[config.mk]
export PLATFORM = sky130hd
export DESIGN_NAME = draw_rect_flat
export DESIGN_NICKNAME = d
export VERILOG_FILES = /design/src/rtl/vga_if.sv /design/src/rtl/draw_rect.sv /design/src/flat_wrapper.sv
export SDC_FILE = /design/constraint.sdc
export NUM_CORES = 1
export LEC_CHECK = 0
export BUFFER_PORTS_ARGS = -buffer_cell sky130_fd_sc_hd__buf_2
export CAP_MARGIN = 40
export CORE_AREA = 2 2 88 90
export CTS_CLUSTER_DIAMETER = 50
export DETAILED_ROUTE_END_ITERATION = 8
export DIE_AREA = 0 0 90 92
export GPL_TIMING_DRIVEN = 0
export PLACE_DENSITY = 0.91
export SLEW_MARGIN = 10
export SYNTH_ARGS = -nofsm -noshare
export SYNTH_HDL_FRONTEND = slang
export SYNTH_SLANG_ARGS = --single-unit
[constraint.sdc]
create_clock -name clk -period 3.6 [get_ports clk]
set_clock_uncertainty 0.15 [all_clocks]
set_input_delay 0.54 -clock clk [delete_from_list [all_inputs] [get_ports clk]]
set_output_delay 0.54 -clock clk [all_outputs]
set_load 0.01 [all_outputs]
[src/rtl/vga_if.sv]
// vga_if: one pixel of a VGA stream (raster position, syncs, blanking, 4:4:4 colour).
interface vga_if;
  logic [10:0] hcount;
  logic [10:0] vcount;
  logic        hsync;
  logic        vsync;
  logic        hblnk;
  logic        vblnk;
  logic [11:0] rgb;

  modport in  (input  hcount, vcount, hsync, vsync, hblnk, vblnk, rgb);
  modport out (output hcount, vcount, hsync, vsync, hblnk, vblnk, rgb);
endinterface

[src/rtl/draw_rect.sv]
// draw_rect: overlays a fixed-size rectangle on a vga_if stream with 2-clk latency on every field.
// Define DRAW_RECT_BORDER_EN to paint a BORDER_W-thick BORDER_RGB outline inside the rectangle.
module draw_rect #(
  parameter int unsigned RECT_W     = 128,
  parameter int unsigned RECT_H     = 96,
  parameter logic [11:0] RECT_RGB   = 12'hF80,
  parameter int unsigned BORDER_W   = 4,
  parameter logic [11:0] BORDER_RGB = 12'hFFF
) (
  input  logic        clk,
  input  logic        rst,
  input  logic [11:0] xpos,
  input  logic [11:0] ypos,
  vga_if.in           in,
  vga_if.out          out
);
  localparam logic [12:0] W13 = 13'(RECT_W);
  localparam logic [12:0] H13 = 13'(RECT_H);

  logic [11:0] x_sh_q, y_sh_q;
  logic        vblnk_d_q;

  logic [10:0] hcount_s1_q, vcount_s1_q;
  logic        hsync_s1_q, vsync_s1_q, hblnk_s1_q, vblnk_s1_q;
  logic [11:0] rgb_s1_q;
  logic        inside_s1_q;

  logic [10:0] hcount_q, vcount_q;
  logic        hsync_q, vsync_q, hblnk_q, vblnk_q;
  logic [11:0] rgb_q;

  logic [12:0] h13, v13, x_lo, x_hi, y_lo, y_hi;
  logic        inside_d;
  logic [11:0] rgb_d;

  // 13-bit bounds so a rectangle hanging off the right/bottom edge never wraps to 0.
  always_comb begin
    h13      = {2'b00, in.hcount};
    v13      = {2'b00, in.vcount};
    x_lo     = {1'b0, x_sh_q};
    y_lo     = {1'b0, y_sh_q};
    x_hi     = x_lo + W13;
    y_hi     = y_lo + H13;
    inside_d = (h13 >= x_lo) && (h13 < x_hi) && (v13 >= y_lo) && (v13 < y_hi);
  end

`ifdef DRAW_RECT_BORDER_EN
  localparam bit BORDER_ALL = (2 * BORDER_W >= RECT_W) || (2 * BORDER_W >= RECT_H);
  localparam logic [12:0] BW13    = 13'(BORDER_W);
  localparam logic [12:0] INNER_W = BORDER_ALL ? 13'd0 : 13'(RECT_W - BORDER_W);
  localparam logic [12:0] INNER_H = BORDER_ALL ? 13'd0 : 13'(RECT_H - BORDER_W);

  logic interior_d;
  logic border_s1_q;

  always_comb begin
    interior_d = !BORDER_ALL
              && (h13 >= x_lo + BW13) && (h13 < x_lo + INNER_W)
              && (v13 >= y_lo + BW13) && (v13 < y_lo + INNER_H);
  end

  always_ff @(posedge clk or negedge rst) begin
    if (!rst) begin
      border_s1_q <= 1'b0;
    end else begin
      border_s1_q <= inside_d && !interior_d;
    end
  end
`endif

  always_comb begin
    rgb_d = rgb_s1_q;
    if (hblnk_s1_q || vblnk_s1_q) begin
      rgb_d = 12'h000;
    end else if (inside_s1_q) begin
`ifdef DRAW_RECT_BORDER_EN
      rgb_d = border_s1_q ? BORDER_RGB : RECT_RGB;
`else
      rgb_d = RECT_RGB;
`endif
    end
  end

  // Shadow position is only reloaded on the first cycle of vertical blanking.
  always_ff @(posedge clk or negedge rst) begin
    if (!rst) begin
      x_sh_q    <= '0;
      y_sh_q    <= '0;
      vblnk_d_q <= 1'b0;
    end else begin
      vblnk_d_q <= in.vblnk;
      if (in.vblnk && !vblnk_d_q) begin
        x_sh_q <= xpos;
        y_sh_q <= ypos;
      end
    end
  end

  always_ff @(posedge clk or negedge rst) begin
    if (!rst) begin
      hcount_s1_q <= '0;
      vcount_s1_q <= '0;
      hsync_s1_q  <= 1'b0;
      vsync_s1_q  <= 1'b0;
      hblnk_s1_q  <= 1'b0;
      vblnk_s1_q  <= 1'b0;
      rgb_s1_q    <= '0;
      inside_s1_q <= 1'b0;
      hcount_q    <= '0;
      vcount_q    <= '0;
      hsync_q     <= 1'b0;
      vsync_q     <= 1'b0;
      hblnk_q     <= 1'b0;
      vblnk_q     <= 1'b0;
      rgb_q       <= '0;
    end else begin
      hcount_s1_q <= in.hcount;
      vcount_s1_q <= in.vcount;
      hsync_s1_q  <= in.hsync;
      vsync_s1_q  <= in.vsync;
      hblnk_s1_q  <= in.hblnk;
      vblnk_s1_q  <= in.vblnk;
      rgb_s1_q    <= in.rgb;
      inside_s1_q <= inside_d;
      hcount_q    <= hcount_s1_q;
      vcount_q    <= vcount_s1_q;
      hsync_q     <= hsync_s1_q;
      vsync_q     <= vsync_s1_q;
      hblnk_q     <= hblnk_s1_q;
      vblnk_q     <= vblnk_s1_q;
      rgb_q       <= rgb_d;
    end
  end

  assign out.hcount = hcount_q;
  assign out.vcount = vcount_q;
  assign out.hsync  = hsync_q;
  assign out.vsync  = vsync_q;
  assign out.hblnk  = hblnk_q;
  assign out.vblnk  = vblnk_q;
  assign out.rgb    = rgb_q;
endmodule

[src/flat_wrapper.sv]
// flat-port wrapper written by rule: the top's interface ports become plain ports
module draw_rect_flat 
#(
  parameter int unsigned RECT_W     = 128,
  parameter int unsigned RECT_H     = 96,
  parameter logic [11:0] RECT_RGB   = 12'hF80,
  parameter int unsigned BORDER_W   = 4,
  parameter logic [11:0] BORDER_RGB = 12'hFFF
)
  (clk, rst, xpos, ypos, in_hcount, in_vcount, in_hsync, in_vsync, in_hblnk, in_vblnk, in_rgb, out_hcount, out_vcount, out_hsync, out_vsync, out_hblnk, out_vblnk, out_rgb);
  vga_if in_i ();
  vga_if out_i ();
  input  logic clk;
  input  logic rst;
  input  logic [11:0] xpos;
  input  logic [11:0] ypos;
  input wire logic [$bits(in_i.hcount)-1:0] in_hcount;
  input wire logic [$bits(in_i.vcount)-1:0] in_vcount;
  input wire logic [$bits(in_i.hsync)-1:0] in_hsync;
  input wire logic [$bits(in_i.vsync)-1:0] in_vsync;
  input wire logic [$bits(in_i.hblnk)-1:0] in_hblnk;
  input wire logic [$bits(in_i.vblnk)-1:0] in_vblnk;
  input wire logic [$bits(in_i.rgb)-1:0] in_rgb;
  output wire logic [$bits(out_i.hcount)-1:0] out_hcount;
  output wire logic [$bits(out_i.vcount)-1:0] out_vcount;
  output wire logic [$bits(out_i.hsync)-1:0] out_hsync;
  output wire logic [$bits(out_i.vsync)-1:0] out_vsync;
  output wire logic [$bits(out_i.hblnk)-1:0] out_hblnk;
  output wire logic [$bits(out_i.vblnk)-1:0] out_vblnk;
  output wire logic [$bits(out_i.rgb)-1:0] out_rgb;
  assign in_i.hcount = in_hcount;
  assign in_i.vcount = in_vcount;
  assign in_i.hsync = in_hsync;
  assign in_i.vsync = in_vsync;
  assign in_i.hblnk = in_hblnk;
  assign in_i.vblnk = in_vblnk;
  assign in_i.rgb = in_rgb;
  assign out_hcount = out_i.hcount;
  assign out_vcount = out_i.vcount;
  assign out_hsync = out_i.hsync;
  assign out_vsync = out_i.vsync;
  assign out_hblnk = out_i.hblnk;
  assign out_vblnk = out_i.vblnk;
  assign out_rgb = out_i.rgb;
  draw_rect #(.RECT_W(RECT_W), .RECT_H(RECT_H), .RECT_RGB(RECT_RGB), .BORDER_W(BORDER_W), .BORDER_RGB(BORDER_RGB)) u_core (.clk(clk), .rst(rst), .xpos(xpos), .ypos(ypos), .in(in_i), .out(out_i));
endmodule
# Yosys cells after proc, flatten, opt, wreduce, memory -nomap -nowiden

Index checks and enable logic that the tools add are counted.

Input bits: 64
Output and inout bits: 38
Flip-flop bits (word level): 101

Add/subtract/negate cells: 2
Multiplexer cells: 2
Magnitude comparators: 4
Reductions and logical operators: 6

Operator list:

| kind                                           | number |
|---|---|
| less-than comparator 11 x 13 -> 1 bit          | 2 |
| greater-or-equal comparator 11 x 12 -> 1 bit   | 2 |
| 2-to-1 mux 12 bit                              | 2 |
| adder 12 x 7 -> 13 bit (second input constant) | 1 |
| adder 12 x 8 -> 13 bit (second input constant) | 1 |
| logical AND 1 bit                              | 4 |
| logical NOT 1 bit                              | 1 |
| logical OR 1 bit                               | 1 |

# Depth between registers and ports, before layout

Gate-level depths: netlist of the first run.

Depth in word-level cells: 5
Gate-level depth with buffers: 10

# Least setup slack after synthesis of the first run

OpenSTA, ideal clock, no wires.

Path kind: register to register
From: reg u_core.y_sh_q[5]
To: reg u_core.inside_s1_q
Stages on the path, launching flop included: 11
Path slack: 1.417 ns
Period minus slack after synthesis: 2.183 ns
Library setup time: 0.125 ns
Arrival: 1.908 ns
Cells stage by stage: dfrtp_1 -> inv_1 -> ha_1 -> nor2_1 -> xnor2_1 -> ha_1 -> nand2_1 -> a2111oi_2 -> a21oi_1 -> o32ai_2 -> nor4_2

Cells in the longest elaborated chain, start to end: 3
Elaborated cells on any way between the ends: 5
Those cells by class: add/sub: 1; order compare: 2; reduce/logical: 2

RTL lines:

| element                                                                                | line                             | source |
|---|---|---|
| start: declaration                                                                     | draw_rect.sv:20                  | `logic [11:0] x_sh_q, y_sh_q;` |
| start signal: assignment                                                               | draw_rect.sv:94                  | `y_sh_q <= ypos;` |
| adder 12 x 7 -> 13 bit or greater-or-equal comparator 11 x 12 -> 1 bit (tied branches) | draw_rect.sv:43, draw_rect.sv:44 |  |
| less-than comparator 11 x 13 -> 1 bit or logical AND 1 bit (tied branches)             | draw_rect.sv:44                  | `inside_d = (h13 >= x_lo) && (h13 < x_hi) && (v13 >= y_lo) && (v13 < y_hi);` |
| logical AND 1 bit *                                                                    | draw_rect.sv:44                  |  |
| net u_core.inside_d                                                                    | draw_rect.sv:33                  | `logic inside_d;` |
| end signal: assignment                                                                 | draw_rect.sv:124                 | `inside_s1_q <= inside_d;` |
| end: declaration                                                                       | draw_rect.sv:26                  | `logic inside_s1_q;` |

Mark *: on every way through the listed nets, which the timed path passes. The rest lies on a longest branch.
A chain may end at the register's enable or synchronous reset.

# Worst setup path in the final report of the first run

Same ends and word-level chain as after synthesis.

==> results.json, run 1 <==
{
  "drtAntennaViolNets": 0,
  "reg2reg_depth": 10,
  "port_buffers": 101,
  "slowest_delay_ns": 0.46,
  "crit_family": "compound AO/OA/AOI/OAI gates",
  "drt-met1-wl_um": 3270,
  "fin_crit_ns": 2.50,
  "die_w_um": 90,
  "yosysTopAreaCell": "dfrtp_1",
  "cp_num_buf_inv": 1,
  "irDropWorstVdd_v": 0.000270,
  "tightest_slew_ns": 0.571,
  "yosysSeqAreaShare_pct": 64.8,
  "h-tree-depth": 3,
  "syn_nets": 397,
  "clock_latency_ns": 0.35,
  "rr_startpoint": "u_core.y_sh_q[5]",
  "hold_class": "primary input to async pin",
  "r2r-end": "u_core.inside_s1_q",
  "highest_layer": "met4",
  "reg2reg_slack_ns": 1.10,
  "holdWs_ns": -0.000817,
  "post_cts_resized": 0,
  "antenna_found_initial": 0,
  "setup_tns_ns": 0,
  "drtIter0Drc": 90,
  "cp_slowest_cell": "dfrtp_1",
  "cts.clk_slew.worst_paths_ns": 0.10,
  "syn_avg_cell_area_um2": 13.0,
  "die_h_um": 92,
  "wl_um": 7250,
  "final_nets": 510,
  "synth_cell_types": 40,
  "fp-row-count": 32,
  "power.density_nw_per_um2": 478,
  "slew_headroom_pct": 61.7,
  "finalPower_mw": 2.27,
  "dieArea_um2": 8280,
  "setup_violations": 0,
  "postCtsSetupBuffers": 0,
  "failed_checks": "negative hold slack",
  "drv_cap": 0,
  "synth_area_leaders": "dfrtp_1 (65%), ha_1 (11%), o21ai_0 (3.2%)",
  "worstPathMaxFanout": 5,
  "num-fill-cells": 604,
  "cp.required_ns": 3.69,
  "synth_edf_count": 0,
  "gr-total-overflow": 0,
  "cts_tree": "done",
  "dr_wl_met2_um": 3500,
  "viasPerCell": 4.95,
  "grt_pass1_wl_um": 12100,
  "arrival_ns": 2.59,
  "wl_per_cell_um": 14.0,
  "drive_above_1_share_pct": 30.9,
  "syn_area_um2": 3900,
  "diodes": 0,
  "start_util_pct": 52.4,
  "synthFlopType": "dfrtp_1",
  "synth-seq-cells": 101,
  "ios": 102,
  "synthArstFlopShare_pct": 100,
  "wl_met3_um": 358,
  "grt_use_total_pct": 18.6,
  "rsz0062_at_grt": "no",
  "cp-end-kind": "flop",
  "firstDrtPassIters": 4,
  "path_class": "flop to flop",
  "hold_viol": 4,
  "crit_chain": "inv_1, ha_1, nor2_1, xnor2_1, ha_1, nand2_1, a2111oi_2, a21oi_1, o32ai_2, nor4_2",
  "synthesis.instances": 299,
  "status": "finished with violations",
  "leakagePower_nw": 2.38,
  "ctsHoldBuffers": 0,
  "gp_congestion": 0.820,
  "root_buffer": "clkbuf_8",
  "fmax_mhz": 400,
  "clk_path_buf_depth": 2,
  "period_share_pct": 69.4,
  "cts_buffers": 9,
  "drc_errors": 0,
  "clkSinkCount": 101,
  "maxSlewViolCount": 0,
  "ys_warn_count": 0,
  "core_area_um2": 7450,
  "grt_max_degree": 64,
  "area_growth_pct": 21.7,
  "dp_hpwl_um": 5490,
  "grt_pass1_vias": 2641,
  "crit_path_frequent_cell": "ha_1",
  "synth.top_cell.area_share_pct": 64.8,
  "start_kind": "flop",
  "vias": 2569
}
==> synthesized netlist by cell type (2+ instances only) <==
| cell type | number |
|---|---|
| nor3_1 | 2 |
| buf_1 | 2 |
| o21ai_0 | 25 |
| and4_1 | 2 |
| ha_1 | 34 |
| clkbuf_1 | 2 |
| mux2_2 | 4 |
| nand4b_1 | 2 |
| nand3_1 | 2 |
| dfrtp_1 | 101 |
| inv_1 | 23 |
| a21o_1 | 4 |
| a21oi_1 | 10 |
| nor2_1 | 9 |
| nand2b_1 | 3 |
| o21a_1 | 5 |
| nor2b_1 | 5 |
| a31oi_1 | 2 |
| and2_1 | 7 |
| xnor2_1 | 5 |
| nor4_2 | 2 |
| nand2_1 | 26 |
| a211oi_1 | 4 |
| o311a_1 | 2 |
==> logic make-up (layout without fill, tap and decap cells) <==
logic type               Yosys count  count (layout)  synth area share [%]
adder cells (fa/ha/maj)           34              34                  10.9
AND/OR/NAND/NOR                   64              64                  8.69
multiplexers                       4               4                  1.15
buffers and inverters             28             146                  2.73
XOR/XNOR                           6               6                  1.35
AO/OA/AOI/OAI                     62              62                  10.4
flip-flops                       101             101                  64.8
==> per-stage QoR <==
step	std cells	area, um^2	utilization, %	setup slack [ns]
after floorplan	299	3900	-	1.42
after global placement	502	4530	60.9	0.953
after detailed placement	503	4560	61.3	1.11
after CTS	519	4750	63.8	1.10
after global routing	519	4750	63.8	0.952
final	519	4750	63.8	1.10
==> power by group <==
group / switching, mW / total [mW] / internal [mW]
sequential: 0.0421 / 1.25 / 1.21
combinational: 0.202 / 0.365 / 0.163
clock: 0.392 / 0.652 / 0.261
==> layout make-up <==
cell class              instances  area, um^2  share of cell area (%)
clock inverters                 7        60.1                    1.26
plain buffers                   5        20.0                   0.422
flip-flops and latches        101        2530                    53.2
well taps                     102         128                    2.69
repair buffers                102         536                    11.3
clock buffers                   9         124                    2.61
multi-input cells             170        1270                    26.7
inverters                      23        86.3                    1.82
==> routing by layer <==
layer,vias to the layer above,global-route usage (%)
met5,-,0
met4,0,7.44
met3,12,4.11
met2,86,30.5
met1,1226,24.4
li1,1245,-
==> worst max path at each step <==
stage	start	end	slack (ns)	cells past startpoint
final	u_core.y_sh_q[5]	u_core.inside_s1_q	1.10	10
after global routing	u_core.y_sh_q[5]	u_core.inside_s1_q	0.95	10
after CTS	u_core.y_sh_q[5]	u_core.inside_s1_q	1.10	10
after detailed placement	u_core.y_sh_q[5]	u_core.inside_s1_q	1.11	10
after global placement	rst	u_core.hcount_s1_q[5]	0.95	1
after floorplan	u_core.y_sh_q[5]	u_core.inside_s1_q	1.42	10
==> registers in the layout, indices dropped and copies added, names as in the netlist, 11 cells and up <==
name	count
u_core.out.rgb	12
u_core.rgb_s1_q	12
u_core.x_sh_q	12
u_core.y_sh_q	12
u_core.hcount_s1_q	11
u_core.out.hcount	11
u_core.out.vcount	11
u_core.vcount_s1_q	11
==> placed cells by master (no fill, tap or decap), drive strengths merged, types with 4 or more instances in the layout <==
master and count:
clkbuf 11, dfrtp 101, a211oi 4, o21ai 25, buf 105, a21oi 11
o21a 5, nor2 9, nor2b 5, xnor2 5, ha 34, mux2 4
nand2 26, and2 7, a21o 4, inv 25
Power figures use the tool's default switching activity.
==> inputs of run 2 (changes only) <==
--- a/config.mk
+++ b/config.mk
@@ -7,12 +7,12 @@
 export LEC_CHECK = 0
 export BUFFER_PORTS_ARGS = -buffer_cell sky130_fd_sc_hd__buf_2
 export CAP_MARGIN = 40
-export CORE_AREA = 2 2 88 90
+export CORE_AREA = 2 2 95 97
 export CTS_CLUSTER_DIAMETER = 50
 export DETAILED_ROUTE_END_ITERATION = 8
-export DIE_AREA = 0 0 90 92
+export DIE_AREA = 0 0 97 99
 export GPL_TIMING_DRIVEN = 0
-export PLACE_DENSITY = 0.91
+export PLACE_DENSITY = 0.83
 export SLEW_MARGIN = 10
 export SYNTH_ARGS = -nofsm -noshare
 export SYNTH_HDL_FRONTEND = slang
==> constraint.sdc (replaced) <==
create_clock -name clk -period 2.29 [get_ports clk]
set_clock_uncertainty 0.15 [all_clocks]
set_input_delay 0.3435 -clock clk [delete_from_list [all_inputs] [get_ports clk]]
set_output_delay 0.3435 -clock clk [all_outputs]
set_load 0.01 [all_outputs]
==> results.json, run 2 (same netlist as run 1, synthesis figures left out) <==
{
  "cts.clk_slew.worst_paths_ns": 0.10,
  "dp_hpwl_um": 5780,
  "path_class": "flop to flop",
  "grt_use_total_pct": 18.5,
  "gp_congestion": 0.848,
  "drv_cap": 0,
  "rsz0062_at_grt": "yes",
  "cp-end-kind": "flop",
  "cts_tree": "done",
  "wl_um": 8460,
  "clkSinkCount": 101,
  "fp-row-count": 34,
  "dp_cells": 509,
  "dieArea_um2": 9600,
  "drtIter0Drc": 90,
  "root_buffer": "clkbuf_8",
  "final_cell_mix": "buf_2 (101), dfrtp_1 (101), dlygate4sd3_1 (39), ha_1 (33), nand2_1 (24)",
  "die_w_um": 97,
  "slew_headroom_pct": 56.7,
  "hold_viol": 0,
  "area_growth_pct": 35.6,
  "hold_class": "primary input to flop",
  "vias": 2845,
  "clock_latency_ns": 0.36,
  "setup_violations": 1,
  "antenna_found_initial": 0,
  "die_h_um": 99,
  "failed_checks": "negative setup slack",
  "tightest_slew_ns": 0.650,
  "start_util_pct": 45.6,
  "irDropWorstVdd_v": 0.000335,
  "final_cell_area_um2": 5290,
  "arrival_ns": 2.40,
  "diodes": 0,
  "holdWs_ns": 0.0332,
  "drive_above_1_share_pct": 32.1,
  "fin_ws_ns": -0.0253,
  "cts_buffers": 9,
  "port_buffers": 101,
  "num-fill-cells": 667,
  "grt_pass1_wl_um": 14100,
  "placed_area_um2": 4570,
  "status": "finished with violations",
  "period_share_pct": 101,
  "cp.required_ns": 2.37,
  "wl_per_cell_um": 14.7,
  "grt_max_degree": 53,
  "ios": 102,
  "leakagePower_nw": 2.60,
  "core_area_um2": 8550,
  "layoutNonFillerInstCount": 576,
  "h-tree-depth": 3,
  "worstPathMaxFanout": 4,
  "gr-total-overflow": 0,
  "maxSlewViolCount": 0,
  "firstDrtPassIters": 4,
  "start_kind": "flop",
  "final_nets": 561,
  "power.density_nw_per_um2": 695,
  "fin_crit_ns": 2.32,
  "fmax_mhz": 432,
  "viasPerCell": 4.94,
  "finalPower_mw": 3.67,
  "drtAntennaViolNets": 0,
  "grt_pass1_vias": 3078,
  "clk_path_buf_depth": 2,
  "final_util_pct": 61.9,
  "drc_errors": 0
}
==> run 2: changes by cell type in the layout (fill, tap and decap cells not counted), sizes merged <==
| cell | delta |
|---|---|
| dlygate4sd3 | +39 |
| buf | +12 |
| clkbuf | +2 |
| inv | -2 |
| clkinv | +1 |
| clkinvlp | -1 |
==> run 2: layout make-up <==
class	instances	area [um^2]	area share, %
Inverter	23	86.3	1.63
Buffer	5	20.0	0.378
Timing Repair Buffer	153	1020	19.3
Clock buffer	11	131	2.48
Multi-Input combinational cell	170	1330	25.1
Tap cell	108	135	2.55
Clock inverter	5	37.5	0.710
Sequential cell	101	2530	47.8
==> run 2: path summary, 6_finish.rpt <==
kind	from	endpoint	slack, ns	cells after the start
max	u_core.y_sh_q[5]	u_core.inside_s1_q	-0.03	9
min	xpos[2]	u_core.x_sh_q[2]	0.03	3
max reg2reg	u_core.y_sh_q[5]	u_core.inside_s1_q	-0.03	9
min reg2reg	u_core.hsync_s1_q	u_core.out.hsync	0.20	0
max in group asynchronous	rst	u_core.out.hcount[4]	0.91	3
min in group asynchronous	rst	u_core.out.hsync	0.40	2
==> run 2: what timing repair did <==
item	CTS	global route
hold endpoints to repair	87	0
hold buffers	39	0
pin swaps	7	12
setup endpoints to repair	1	1
resized for setup	12	6
buffers inserted	10	2
==> run 2: where the power goes <==
group	switching (mW)	leakage [nW]	internal [mW]	total, mW
sequential	0.0611	1.21	1.90	1.97
combinational	0.373	1.31	0.355	0.728
clock	0.583	0.0795	0.398	0.981
total	1.02	2.60	2.66	3.67
==> run 2: routing by layer <==
layer | global-route usage [%] | part of all wire [%] | vias to the layer above | wire length, um
met3 | 5.25 | 6.0 | 19 | 506
met5 | 0 | 0 | - | 0
met1 | 21.8 | 41 | 1367 | 3500
li1 | - | - | 1357 | -
met2 | 31.8 | 50 | 102 | 4230
met4 | 7.91 | 2.6 | 0 | 216
==> run 2: worst max-delay path: stages, from the launching register on <==
cell       delay [ns]
dfrtp_1          0.39
buf_4            0.16
o21ai_2          0.15
xnor2_1          0.08
ha_1             0.31
nand4b_1         0.20
a2111oi_4        0.27
a21oi_2          0.08
o32ai_2          0.30
nor4_2           0.08
==> run 2: metrics by stage <==
step                TNS [ns]  setup slack, ns
detailed placement    -0.268           -0.268
CTS                  -0.0259          -0.0259
global placement      -20.62           -0.209
floorplan                  0            0.107
global route          -0.141           -0.141
finish               -0.0253          -0.0253
